`src/rtl/pipe_pkg.sv`:
```
// Shared definitions for the ID/EX pipeline slice: opcodes, the staged-field
// record and the canonical NOP bubble (addi x0,x0,0).
package pipe_pkg;

    // The staged record is fixed at RV32; id_ex_stage's XLEN must match this.
    localparam int PIPE_XLEN = 32;

    localparam logic [6:0] OP_R      = 7'b0110011;
    localparam logic [6:0] OP_IMM    = 7'b0010011;
    localparam logic [6:0] OP_LOAD   = 7'b0000011;
    localparam logic [6:0] OP_STORE  = 7'b0100011;
    localparam logic [6:0] OP_BRANCH = 7'b1100011;
    localparam logic [6:0] OP_JAL    = 7'b1101111;
    localparam logic [6:0] OP_JALR   = 7'b1100111;
    localparam logic [6:0] OP_LUI    = 7'b0110111;
    localparam logic [6:0] OP_AUIPC  = 7'b0010111;

    localparam logic [6:0] NOP_OPCODE = OP_IMM;
    localparam logic [2:0] NOP_FUNCT3 = 3'b000;
    localparam logic [6:0] NOP_FUNCT7 = 7'b0000000;
    localparam logic [1:0] NOP_ALU_OP = 2'b10;

    typedef struct packed {
        logic [PIPE_XLEN-1:0] pc;
        logic [PIPE_XLEN-1:0] rs1_data;
        logic [PIPE_XLEN-1:0] rs2_data;
        logic [PIPE_XLEN-1:0] imm;
        logic [4:0]           rs1;
        logic [4:0]           rs2;
        logic [4:0]           rd;
        logic [6:0]           opcode;
        logic [2:0]           funct3;
        logic [6:0]           funct7;
        logic [1:0]           alu_op;
        logic                 alu_src;
        logic                 mem_read;
        logic                 mem_write;
        logic                 reg_write;
        logic                 mem_to_reg;
    } id_ex_t;

    localparam id_ex_t ID_EX_NOP = '{
        pc: '0, rs1_data: '0, rs2_data: '0, imm: '0,
        rs1: 5'd0, rs2: 5'd0, rd: 5'd0,
        opcode: NOP_OPCODE, funct3: NOP_FUNCT3, funct7: NOP_FUNCT7,
        alu_op: NOP_ALU_OP,
        alu_src: 1'b0, mem_read: 1'b0, mem_write: 1'b0,
        reg_write: 1'b0, mem_to_reg: 1'b0
    };

    // U-type and JAL carry immediate bits where rs1 would sit.
    function automatic logic uses_rs1(input logic [6:0] op);
        return !(op == OP_LUI || op == OP_AUIPC || op == OP_JAL);
    endfunction

    function automatic logic uses_rs2(input logic [6:0] op);
        return (op == OP_R || op == OP_STORE || op == OP_BRANCH);
    endfunction

endpackage

```
`src/rtl/load_use_detect.sv`:
```
// Combinational load-use hazard check between the instruction in ID and a
// load sitting in EX.
module load_use_detect
    import pipe_pkg::*;
(
    input  logic       id_valid,
    input  logic [6:0] id_opcode,
    input  logic [4:0] id_rs1,
    input  logic [4:0] id_rs2,
    input  logic       ex_valid,
    input  logic       ex_mem_read,
    input  logic [4:0] ex_rd,
    output logic       load_use
);

    logic rs1_hit;
    logic rs2_hit;

    assign rs1_hit = (ex_rd == id_rs1) && uses_rs1(id_opcode);
    assign rs2_hit = (ex_rd == id_rs2) && uses_rs2(id_opcode);

    // x0 is never really written, so a load to x0 cannot create a hazard.
    assign load_use = id_valid && ex_valid && ex_mem_read && (ex_rd != 5'd0)
                      && (rs1_hit || rs2_hit);

endmodule

```
`src/rtl/id_ex_stage.sv`:
```
// ID/EX pipeline register with load-use bubble insertion, branch flush,
// downstream hold and saturating hazard counters.
module id_ex_stage
    import pipe_pkg::*;
#(
    parameter int XLEN  = PIPE_XLEN,
    parameter int CNT_W = 16
)
(
    input  logic             clk,
    input  logic             reset,
    input  logic             id_valid,
    input  logic [XLEN-1:0]  id_pc,
    input  logic [XLEN-1:0]  id_rs1_data,
    input  logic [XLEN-1:0]  id_rs2_data,
    input  logic [XLEN-1:0]  id_imm,
    input  logic [4:0]       id_rs1,
    input  logic [4:0]       id_rs2,
    input  logic [4:0]       id_rd,
    input  logic [6:0]       id_opcode,
    input  logic [2:0]       id_funct3,
    input  logic [6:0]       id_funct7,
    input  logic [1:0]       id_alu_op,
    input  logic             id_alu_src,
    input  logic             id_mem_read,
    input  logic             id_mem_write,
    input  logic             id_reg_write,
    input  logic             id_mem_to_reg,
    input  logic             flush,
    input  logic             ex_hold,
    output logic [XLEN-1:0]  ex_pc,
    output logic [XLEN-1:0]  ex_rs1_data,
    output logic [XLEN-1:0]  ex_rs2_data,
    output logic [XLEN-1:0]  ex_imm,
    output logic [4:0]       ex_rs1,
    output logic [4:0]       ex_rs2,
    output logic [4:0]       ex_rd,
    output logic [6:0]       ex_opcode,
    output logic [2:0]       ex_funct3,
    output logic [6:0]       ex_funct7,
    output logic [1:0]       ex_alu_op,
    output logic             ex_alu_src,
    output logic             ex_mem_read,
    output logic             ex_mem_write,
    output logic             ex_reg_write,
    output logic             ex_mem_to_reg,
    output logic             ex_valid,
    output logic             id_stall,
    output logic [CNT_W-1:0] load_use_count,
    output logic [CNT_W-1:0] flush_count
);

    id_ex_t           id_fields;
    id_ex_t           stage_p1;
    logic             vld_p1;
    logic             load_use;
    logic [CNT_W-1:0] lu_cnt_p1;
    logic [CNT_W-1:0] fl_cnt_p1;

    function automatic logic [CNT_W-1:0] sat_inc(input logic [CNT_W-1:0] c);
        return (&c) ? c : c + CNT_W'(1);
    endfunction

    always_comb begin
        id_fields            = ID_EX_NOP;
        id_fields.pc         = id_pc;
        id_fields.rs1_data   = id_rs1_data;
        id_fields.rs2_data   = id_rs2_data;
        id_fields.imm        = id_imm;
        id_fields.rs1        = id_rs1;
        id_fields.rs2        = id_rs2;
        id_fields.rd         = id_rd;
        id_fields.opcode     = id_opcode;
        id_fields.funct3     = id_funct3;
        id_fields.funct7     = id_funct7;
        id_fields.alu_op     = id_alu_op;
        id_fields.alu_src    = id_alu_src;
        id_fields.mem_read   = id_mem_read;
        id_fields.mem_write  = id_mem_write;
        id_fields.reg_write  = id_reg_write;
        id_fields.mem_to_reg = id_mem_to_reg;
    end

    load_use_detect u_load_use_detect (
        .id_valid    (id_valid),
        .id_opcode   (id_opcode),
        .id_rs1      (id_rs1),
        .id_rs2      (id_rs2),
        .ex_valid    (vld_p1),
        .ex_mem_read (stage_p1.mem_read),
        .ex_rd       (stage_p1.rd),
        .load_use    (load_use)
    );

    // A flush kills the ID instruction anyway, so there is nothing to hold.
    assign id_stall = !reset && !flush && (ex_hold || load_use);

    // ---- ID -> EX boundary ----
    always_ff @(posedge clk) begin
        if (reset) begin
            stage_p1  <= ID_EX_NOP;
            vld_p1    <= 1'b0;
            lu_cnt_p1 <= '0;
            fl_cnt_p1 <= '0;
        end else if (flush) begin
            stage_p1  <= ID_EX_NOP;
            vld_p1    <= 1'b0;
            fl_cnt_p1 <= sat_inc(fl_cnt_p1);
        end else if (ex_hold) begin
            stage_p1  <= stage_p1;
            vld_p1    <= vld_p1;
        end else if (load_use) begin
            stage_p1  <= ID_EX_NOP;
            vld_p1    <= 1'b0;
            lu_cnt_p1 <= sat_inc(lu_cnt_p1);
        end else if (id_valid) begin
            stage_p1  <= id_fields;
            vld_p1    <= 1'b1;
        end else begin
            stage_p1  <= ID_EX_NOP;
            vld_p1    <= 1'b0;
        end
    end

    assign ex_pc          = stage_p1.pc;
    assign ex_rs1_data    = stage_p1.rs1_data;
    assign ex_rs2_data    = stage_p1.rs2_data;
    assign ex_imm         = stage_p1.imm;
    assign ex_rs1         = stage_p1.rs1;
    assign ex_rs2         = stage_p1.rs2;
    assign ex_rd          = stage_p1.rd;
    assign ex_opcode      = stage_p1.opcode;
    assign ex_funct3      = stage_p1.funct3;
    assign ex_funct7      = stage_p1.funct7;
    assign ex_alu_op      = stage_p1.alu_op;
    assign ex_alu_src     = stage_p1.alu_src;
    assign ex_mem_read    = stage_p1.mem_read;
    assign ex_mem_write   = stage_p1.mem_write;
    assign ex_reg_write   = stage_p1.reg_write;
    assign ex_mem_to_reg  = stage_p1.mem_to_reg;
    assign ex_valid       = vld_p1;
    assign load_use_count = lu_cnt_p1;
    assign flush_count    = fl_cnt_p1;

endmodule

```
`config.mk`:
```
export PLATFORM = sky130hd
export DESIGN_NAME = id_ex_stage
export DESIGN_NICKNAME = d
export VERILOG_FILES = /design/src/rtl/pipe_pkg.sv /design/src/rtl/load_use_detect.sv /design/src/rtl/id_ex_stage.sv
export SDC_FILE = /design/constraint.sdc
export NUM_CORES = 1
export LEC_CHECK = 0
export ABC_AREA = 1
export CORE_AREA = 2 2 146 148
export DETAILED_ROUTE_END_ITERATION = 8
export DIE_AREA = 0 0 148 150
export DONT_BUFFER_PORTS = 1
export SLEW_MARGIN = 40
export SYNTH_ARGS = -nofsm -noshare
export SYNTH_HDL_FRONTEND = slang
export SYNTH_SLANG_ARGS = --single-unit
```
`constraint.sdc`:
```
create_clock -name clk -period 2 [get_ports clk]
set_clock_uncertainty 0.2 [all_clocks]
set_input_delay 0.4 -clock clk [delete_from_list [all_inputs] [get_ports clk]]
set_output_delay 0.4 -clock clk [all_outputs]
set_load 0.05 [all_outputs]
```
== Word-level counts from Yosys, hierarchy flattened ==
Index checks and enable logic that the tools add are counted.
Cells by class
  bitwise gates (word level): 4
  $add $sub $neg: 2
  multiplexer cells: 4
  equality and inequality tests: 8
  reduce and logical (&&, ||, !) cells: 23
Operators with widths (count)
  $mux W167: 2
  $add A16 B1 Y16 const B: 2
  $reduce_and A16 Y1: 2
  $eq A7 B6 Y1 const B: 3
  $eq A7 B7 Y1 const B: 2
  $eq A5 B5 Y1: 2
  $logic_and A1 B1 Y1: 8
  $eq A7 B5 Y1 const B: 1
  $logic_or A1 B1 Y1: 6
  $reduce_bool A5 Y1: 1
  $not A1 Y1: 4
  $reduce_and A4 Y1: 1
  $logic_not A1 Y1: 3
  $mux W1: 2
  $reduce_and A2 Y1: 1
  $reduce_or A2 Y1: 1
Word-level totals
  output and inout port bits: 201
  register bits: 200
  word-level logic and storage cells: 60

== Depth between registers and ports, before layout ==
Gate-level depths: netlist (run 1).
  depth after elaboration: 9
  mapped depth: 13

== By module ==
A second synthesis (run 1) with hierarchy kept.
Second synthesis, totals
  cells, all modules: 1132
  area total of the unflattened synthesis: 8256.7 µm²
Modules (own cells, without submodules)
  id_ex_stage: cells an instance 1063, seq. area each 4003.8 µm², area each 7971.4 µm², times used 1
  load_use_detect: cells an instance 69, seq. area each 0.0 µm², area each 285.3 µm², times used 1

== Worst setup path after synthesis (run 1) ==
Ideal clock, no wire load.
  path kind: register to output
  start: register stage_p1 (netlist bit ex_rd[0])
  end: output id_stall
  setup slack: -0.793 ns
  data arrival time: 2.193 ns
  data required time: 1.400 ns
  path buffers: 1
  cell stages (with the launch flop): 9
  path through: dfxtp_1 -> xnor2_1 -> nand2_1 -> nor2_1 -> nand2_1 -> nand2_2 -> nand2_4 -> buf_2 -> a21oi_1
On the way
  cells in the longest elaborated chain, start to end: 6
RTL lines
  from (decl): line id_ex_stage.sv:54  | id_ex_t stage_p1;
  from (signal assigned): line id_ex_stage.sv:110  | stage_p1 <= stage_p1;
  from (signal assigned): line id_ex_stage.sv:117  | stage_p1 <= id_fields;
  $eq A5 B5 Y1 (on tied branches): line load_use_detect.sv:19, load_use_detect.sv:20
  $logic_and A1 B1 Y1 (on tied branches): line load_use_detect.sv:19, load_use_detect.sv:20
  $logic_or A1 B1 Y1: line load_use_detect.sv:24  | && (rs1_hit || rs2_hit);
  $logic_and A1 B1 Y1 (*): line load_use_detect.sv:24
  $logic_or A1 B1 Y1 (*): line id_ex_stage.sv:96  | assign id_stall = !reset && !flush && (ex_hold || load_use);
  $logic_and A1 B1 Y1 (*): line id_ex_stage.sv:96
  to (decl): line id_ex_stage.sv:48  | output logic id_stall,
Every way passes the cells marked *; elsewhere a longest branch is shown, timed or not.

== Final worst setup path (run 1) ==
Ends and elaborated chain as after synthesis.

==> results of run 1 <==
power by group:
part           internal, mW  total, mW  switching [mW]
Combinational         0.447      0.921           0.474
Clock                  1.68       3.49            1.80
Sequential             4.05       4.34           0.296
placed cells by master, fill, tap and decap left out, types with 22 or more instances in the layout:
cell / n
dlygate4sd3_1: 275
nand2_1: 240
dfxtp_1: 187
nand4_1: 183
a21oi_1: 139
buf_4: 67
inv_1: 60
nor2_1: 53
a21oi_2: 37
clkbuf_16: 33
o21ai_0: 22
stage by stage:
stage	utilization, %	instance area (um2)	setup TNS, ns	worst slack, ns	instances
finish	64.91	13430	-12.63	-0.3966	1709
global route	64.91	13430	-29.76	-0.5121	1709
CTS	59.49	12310	-0.6994	-0.3982	1664
detailed placement	42.76	8847	-0.9625	-0.05400	1348
global placement	42.76	8847	-0.2703	-0.05930	1348
floorplan	-	8439	-0.08742	-0.08742	1111
worst max-delay path by stage:
stage,endpoint,slack [ns],depth (start not counted)
after floorplan,id_stall,-0.09,8
after global placement,ex_rs1[1],-0.06,11
after detailed placement,ex_rd[1],-0.05,12
after CTS,id_stall,-0.40,9
after global routing,id_stall,-0.51,8
final,id_stall,-0.40,9
repair_timing:
item,in CTS,in global routing
pin swaps,7,28
setup endpoints to repair,4,181
hold endpoints to repair,173,53
resized for setup,10,99
gates cloned,0,28
hold buffers,273,6
setup buffers,12,13
worst max-delay path, stage by stage, from the launching register on:
cell and delay, ns:
dfxtp_4 0.40, inv_2 0.04, nand2_2 0.05, nand4_1 0.10, nor2_2 0.17, nand2_2 0.08
nand2_2 0.09, nand2_4 0.06, a21oi_4 0.20, buf_12 0.16
logic make-up (layout without fill, tap and decap cells):
group	Yosys count	count (layout)
adder cells (fa/ha/maj)	2	2
AO/OA/AOI/OAI	204	204
XOR/XNOR	11	11
buffers and inverters	166	489
AND/OR/NAND/NOR	528	528
flip-flops	200	200
area by class of cell:
class,instances,share of cell area (%)
Clock inverter,14,1.183
Inverter,66,1.910
Sequential cell,200,30.03
Multi-Input combinational cell,745,29.21
Timing Repair Buffer,391,31.90
Clock buffer,17,3.168
Tap cell,275,2.562
Timing Repair inverter,1,0.03727
metal layers:
layer	track usage, %	share of wire, %
met2	44.40	48
met3	7.591	10
met5	0	0
met4	10.90	4.3
met1	31.98	38
==> summary.txt, run 1 <==
Power
  – Peak VDD IR: 0.5382 mV
  – Tot Pwr: 8.749 mW
  – Leakage power: 4.686 nW
  – P per Cell Area: 651.5 nW/um2

Global route
  – First-pass GRT wire length: 47620 um
  – Initial antenna violation count: 0
  – Largest net degree at the start of global routing: 170
  – Vias in the first global route: 8951
  – GRT overflow: 0
  – GRT Util Overall: 26.50%

Run status
  – Violated checks: negative hold slack, negative setup slack
  – Status: finished with violations

Logic synthesis
  – Synth area leaders: dfxtp_1, nand4_1, nand2_1
  – Mapped Area: 8402 um2
  – EDFF count, synth: 0
  – Most common cell in the synthesized netlist: nand2_1
  – Post-synthesis sequential area ratio: 47.65%
  – Main synth FF type: dfxtp_1
  – Fraction of synthesized cell area in xor and xnor cells: 1.147%
  – Yosys warns: 0
  – Flops & latches, synth: 200
  – Post-synth ARST share: 0%
  – Top cells by count, synth: nand2_1, dfxtp_1, nand4_1
  – Largest family of logic cells by synthesized area: simple AND/OR/NAND/NOR gates
  – Yosys cell types: 28
  – Multiplexer share of the synthesized area: 0%
  – Post-Synth Adder-Cell Area: 0.2978%
  – Syn avg cell area: 7.562 um2
  – Yosys top cell area share: 47.65%
  – Post-synth top area cell: dfxtp_1
  – Compound-cell area share of the yosys netlist: 12.20%
  – Simple-gate portion of the synthesized area: 30.02%
  – Syn Inst Count: 1111
  – Syn nets: 1285

Detailed routing
  – WL/cell: 21.84 um
  – Vias per Instance: 5.805
  – # DRC: 0
  – Wirelength, routed: 37320 um
  – Post-DRT Antenna Nets: 0
  – Router iterations before antenna repair: 5
  – Detailed Route Iter0 Violations: 946
  – Via count: 9921

Layout
  – Share of layout cells above drive strength 1: 15.83%
  – Fill count: 1570
  – Fin nets: 1596
  – Register area: 4033 um2
  – Multi-input gate area: 3923 um2
  – Diode count: 0
  – Area delta synth->final: 59.84%

Placement
  – Final HPWL DP: 17240 um
  – Buffers on Ports: 0
  – Final estimated routing congestion in global placement: 0.8355

Die
  – Die area: 22200 um2
  – Cell Rows: 53
  – Die X: 148 um
  – Total I/O pin count: 373
  – Core box area: 20690 um2
  – Starting Density: 40.61%
  – Die height: 150 um

Clock network
  – H-tree lvl count: 4
  – Latest clock arrival within the worst-skew pair: 0.43 ns
  – Clock buffer depth: 2
  – CTS buffer count: 17
  – CTS tree: built
  – Clk root buf: clkbuf_16
  – Clock sinks: 200
  – Clk pin slew, worst setup/hold paths: 0.08 ns

Setup path
  – Worst path required time: 1.40 ns
  – Crit path from: ex_rd[0]
  – Critical path fanouts, max: 5
  – Critical path arrival: 1.80 ns
  – CP Launch Type: flop
  – R2r endpoint: load_use_count[15]
  – R2R setup slack: -0.34 ns
  – Worst R2R Path Depth: 16
  – Critical Path Sink Type: output pin
  – R2r startpoint: ex_rd[0]
  – Crit Path Category: reg -> out

Min path
  – Hold endpoint: ex_opcode[4]
  – HP Start: id_valid
  – Hold depth: 3
  – Tightest Hold Check Type: in -> reg

STA
  – Worst setup margin: -0.3966 ns
  – Period utilisation layout: 119.8%
  – Least-Margin Pin Slew: 1.126 ns
  – Endpoints failing setup: 170
  – Final min period: 2.397 ns
  – Slew Viols, Final: 0
  – Slew headroom: 24.67%
  – Hold WS: -0.01962 ns
  – Fmax: 417.3 MHz
  – Final Hold Vio Count: 1
  – Unrepaired setup endpoints after global routing: yes

Run
  – Max-cap violations: 0
Power figures use the tool's default switching activity.
==> run 2, diff against run 1 <==
--- a/config.mk
+++ b/config.mk
@@ -6,11 +6,12 @@
 export NUM_CORES = 1
 export LEC_CHECK = 0
 export ABC_AREA = 1
-export CORE_AREA = 2 2 146 148
+export CORE_AREA = 2 2 143 145
 export DETAILED_ROUTE_END_ITERATION = 8
-export DIE_AREA = 0 0 148 150
+export DIE_AREA = 0 0 145 147
 export DONT_BUFFER_PORTS = 1
 export SLEW_MARGIN = 40
 export SYNTH_ARGS = -nofsm -noshare
 export SYNTH_HDL_FRONTEND = slang
 export SYNTH_SLANG_ARGS = --single-unit
+export TNS_END_PERCENT = 10
==> constraint.sdc (replaced) <==
create_clock -name clk -period 2.8 [get_ports clk]
set_clock_uncertainty 0.2 [all_clocks]
set_input_delay 0.56 -clock clk [delete_from_list [all_inputs] [get_ports clk]]
set_output_delay 0.56 -clock clk [all_outputs]
set_load 0.05 [all_outputs]
==> run 2 against run 1 <==
The flow now finishes without violations. Sequential share of layout area grew 13 points. Critical path depth stayed put. Global-route usage is 3.2 points lower. Non-clock buffer count decreased by 340. First-iteration DRC count is 42% lower. Die area is 4.0% lower. Combinational power decreased by 69%. Register-to-register slack better by 0.77 ns. Largest cell class is now registers.
==> summary.txt, run 2 (same netlist as run 1, synthesis figures left out) <==
STA
  – Slew Viols, Final: 0 (unchanged)
  – Final TNS setup: 0 ns (+12.63 ns)
  – Endpoints failing setup: 0 (-100%)
  – Slew headroom: 37.19% (+13 points)
  – Fmax: 377.9 MHz
  – Final Hold Vio Count: 0 (-1)
  – Unrepaired setup endpoints after global routing: no
  – Final min period: 2.646 ns
  – Hold WS: 0.05774 ns (+0.07736 ns)
  – Least-Margin Pin Slew: 0.9422 ns (-0.1840 ns)
  – Worst setup margin: 0.1536 ns (+0.5502 ns)
  – Period utilisation layout: 94.51%

Placement
  – Buffers on Ports: 0 (unchanged)
  – Final HPWL DP: 16750 um (-2.9%)
  – Final estimated routing congestion in global placement: 0.8188 (-2.0%)
  – Post-Place Cells: 1331 (-1.3%)
  – Pre-CTS WS: 0.3303 ns (+0.3843 ns)

Detailed routing
  – Via count: 7691 (-22%)
  – Post-DRT Antenna Nets: 0 (unchanged)
  – Vias per Instance: 5.634 (-2.9%)
  – WL/cell: 19.01 um (-13%)
  – # DRC: 0 (unchanged)
  – Wirelength, routed: 25950 um (-30%)
  – Router iterations before antenna repair: 5 (unchanged)
  – Detailed Route Iter0 Violations: 550 (-42%)

Global route
  – Initial antenna violation count: 1 (+1)
  – GRT Util Overall: 23.30% (-3.2 points)
  – Largest net degree at the start of global routing: 170 (unchanged)
  – Vias in the first global route: 6950 (-22%)
  – First-pass GRT wire length: 40100 um (-16%)
  – GRT overflow: 0 (unchanged)

Power
  – Peak VDD IR: 0.3805 mV (-29%)
  – P per Cell Area: 622.9 nW/um2 (-4.4%)
  – Leakage power: 3.157 nW (-33%)
  – Switching Share: 27.10% (-2.3 points)
  – Combinational share of power: 4.9% (-5.6 points)
  – Psw: 1.565 mW (-39%)
  – Seq pwr share: 53.7% (+4.1 points)
  – Internal power: 4.211 mW (-32%)
  – Clock power share: 41.5% (+1.7 points)

Layout
  – Most common cell after layout, fill and taps aside: nand2_1
  – Most frequent cells in the layout: nand2_1, dfxtp_1, nand4_1
  – Fill count: 2015 (+28%)
  – Utilization after layout: 46.73% (-18 points)
  – Share of layout cells above drive strength 1: 8.227% (-7.6 points)
  – Final Non-Filler Cells: 1365 (-20%)
  – Fin nets: 1255 (-21%)
  – Area delta synth->final: 10.38%

Clock network
  – CTS buffer count: 17 (unchanged)
  – Clock sinks: 200 (unchanged)
  – Latest clock arrival within the worst-skew pair: 0.44 ns (about the same)
  – Clock buffer depth: 2 (unchanged)
  – CTS tree: built
  – H-tree lvl count: 4 (unchanged)
  – Clk root buf: clkbuf_16
  – Clk pin slew, worst setup/hold paths: 0.07 ns (about the same)
  – # Post-CTS Setup Buffers: 0 (-12)

Setup path
  – Crit Path Category: reg -> out
  – Worst R2R Path Depth: 8 (-8)
  – Worst path required time: 2.04 ns (+0.64 ns)
  – Critical path fanouts, max: 5 (unchanged)
  – R2R setup slack: 0.43 ns (+0.77 ns)
  – Critical path arrival: 1.89 ns (+0.09 ns)
  – CP Launch Type: flop
  – R2r endpoint: ex_rs1_data[28]
  – R2r startpoint: ex_rd[3]
  – Critical Path Sink Type: output pin

Min path
  – HP Start: ex_hold
  – Hold endpoint: ex_opcode[4]
  – Hold depth: 2 (-1)
  – Tightest Hold Check Type: in -> reg

Run
  – Max-cap violations: 0 (unchanged)

Die
  – Die height: 147 um (-2.0%)
  – Total I/O pin count: 373 (unchanged)
  – Cell Rows: 52 (-1.9%)
  – Core box area: 19840 um2 (-4.1%)
  – Die area: 21320 um2 (-4.0%)
  – Die X: 145 um (-2.0%)
  – Starting Density: 42.34% (+1.7 points)

Run status
  – Status: complete, no violations
run 2: cell type report:
type / count / area [um2] / area share (%)
flip-flops and latches: 200 / 4006 / 43.20
multi-input cells: 745 / 3672 / 39.60
clock buffers: 20 / 456.7 / 4.924
repair buffers: 51 / 435.4 / 4.695
well taps: 270 / 337.8 / 3.643
inverters: 66 / 252.7 / 2.725
clock inverters: 12 / 110.1 / 1.187
diodes: 1 / 2.502 / 0.02698
run 2: worst max path at each step:
stage	start	endpoint	slack, ns	cells after the start
2_1_floorplan	ex_rd[0]	id_stall	0.12	8
3_3_place_gp	id_opcode[5]	ex_rs1[2]	0.36	10
3_5_place_dp	id_opcode[5]	ex_rs1[2]	0.33	10
4_1_cts	ex_rd[0]	id_stall	0.10	9
5_1_grt	ex_rd[1]	id_stall	0.002	9
6_report	ex_rd[3]	id_stall	0.15	9
run 2: power groups by stage:
| stage | registers, mW | logic [mW] | clock network, mW |
|---|---|---|---|
| floorplan | 3.17 | 0.261 | 0 |
| global route | 3.10 | 0.315 | 2.55 |
| detailed placement | 3.17 | 0.280 | 0 |
| global placement | 3.17 | 0.276 | 0 |
| finish | 3.10 | 0.281 | 2.40 |
| CTS | 3.10 | 0.283 | 2.44 |
run 2: critical path, stage by stage, from the launching register on:
cell     delay [ns]
dfxtp_1        0.46
nand2_1        0.08
nand2_1        0.07
nand2_1        0.06
nor2_1         0.12
nand2_1        0.10
nand2_2        0.11
nand2_4        0.07
a21oi_2        0.15
buf_4          0.24
run 2: routing by layer:
metal | part of all wire [%] | global-route usage [%]
met3 | 9.4 | 8.385
met5 | 0 | 0
met4 | 2.5 | 8.020
met1 | 40 | 29.01
met2 | 48 | 37.57
run 2: what timing repair did:
action / in CTS / in global routing
setup endpoints to repair: 0 / 1
hold endpoints to repair: 5 / 0
hold buffers: 1 / 0
gates resized for setup: 0 / 2
run 2: metrics by stage:
step	cell area, um2	total power, mW
finish	9274	5.776
global placement	8692	3.443
detailed placement	8692	3.447
CTS	9269	5.825
floorplan	8406	3.431
global route	9274	5.973
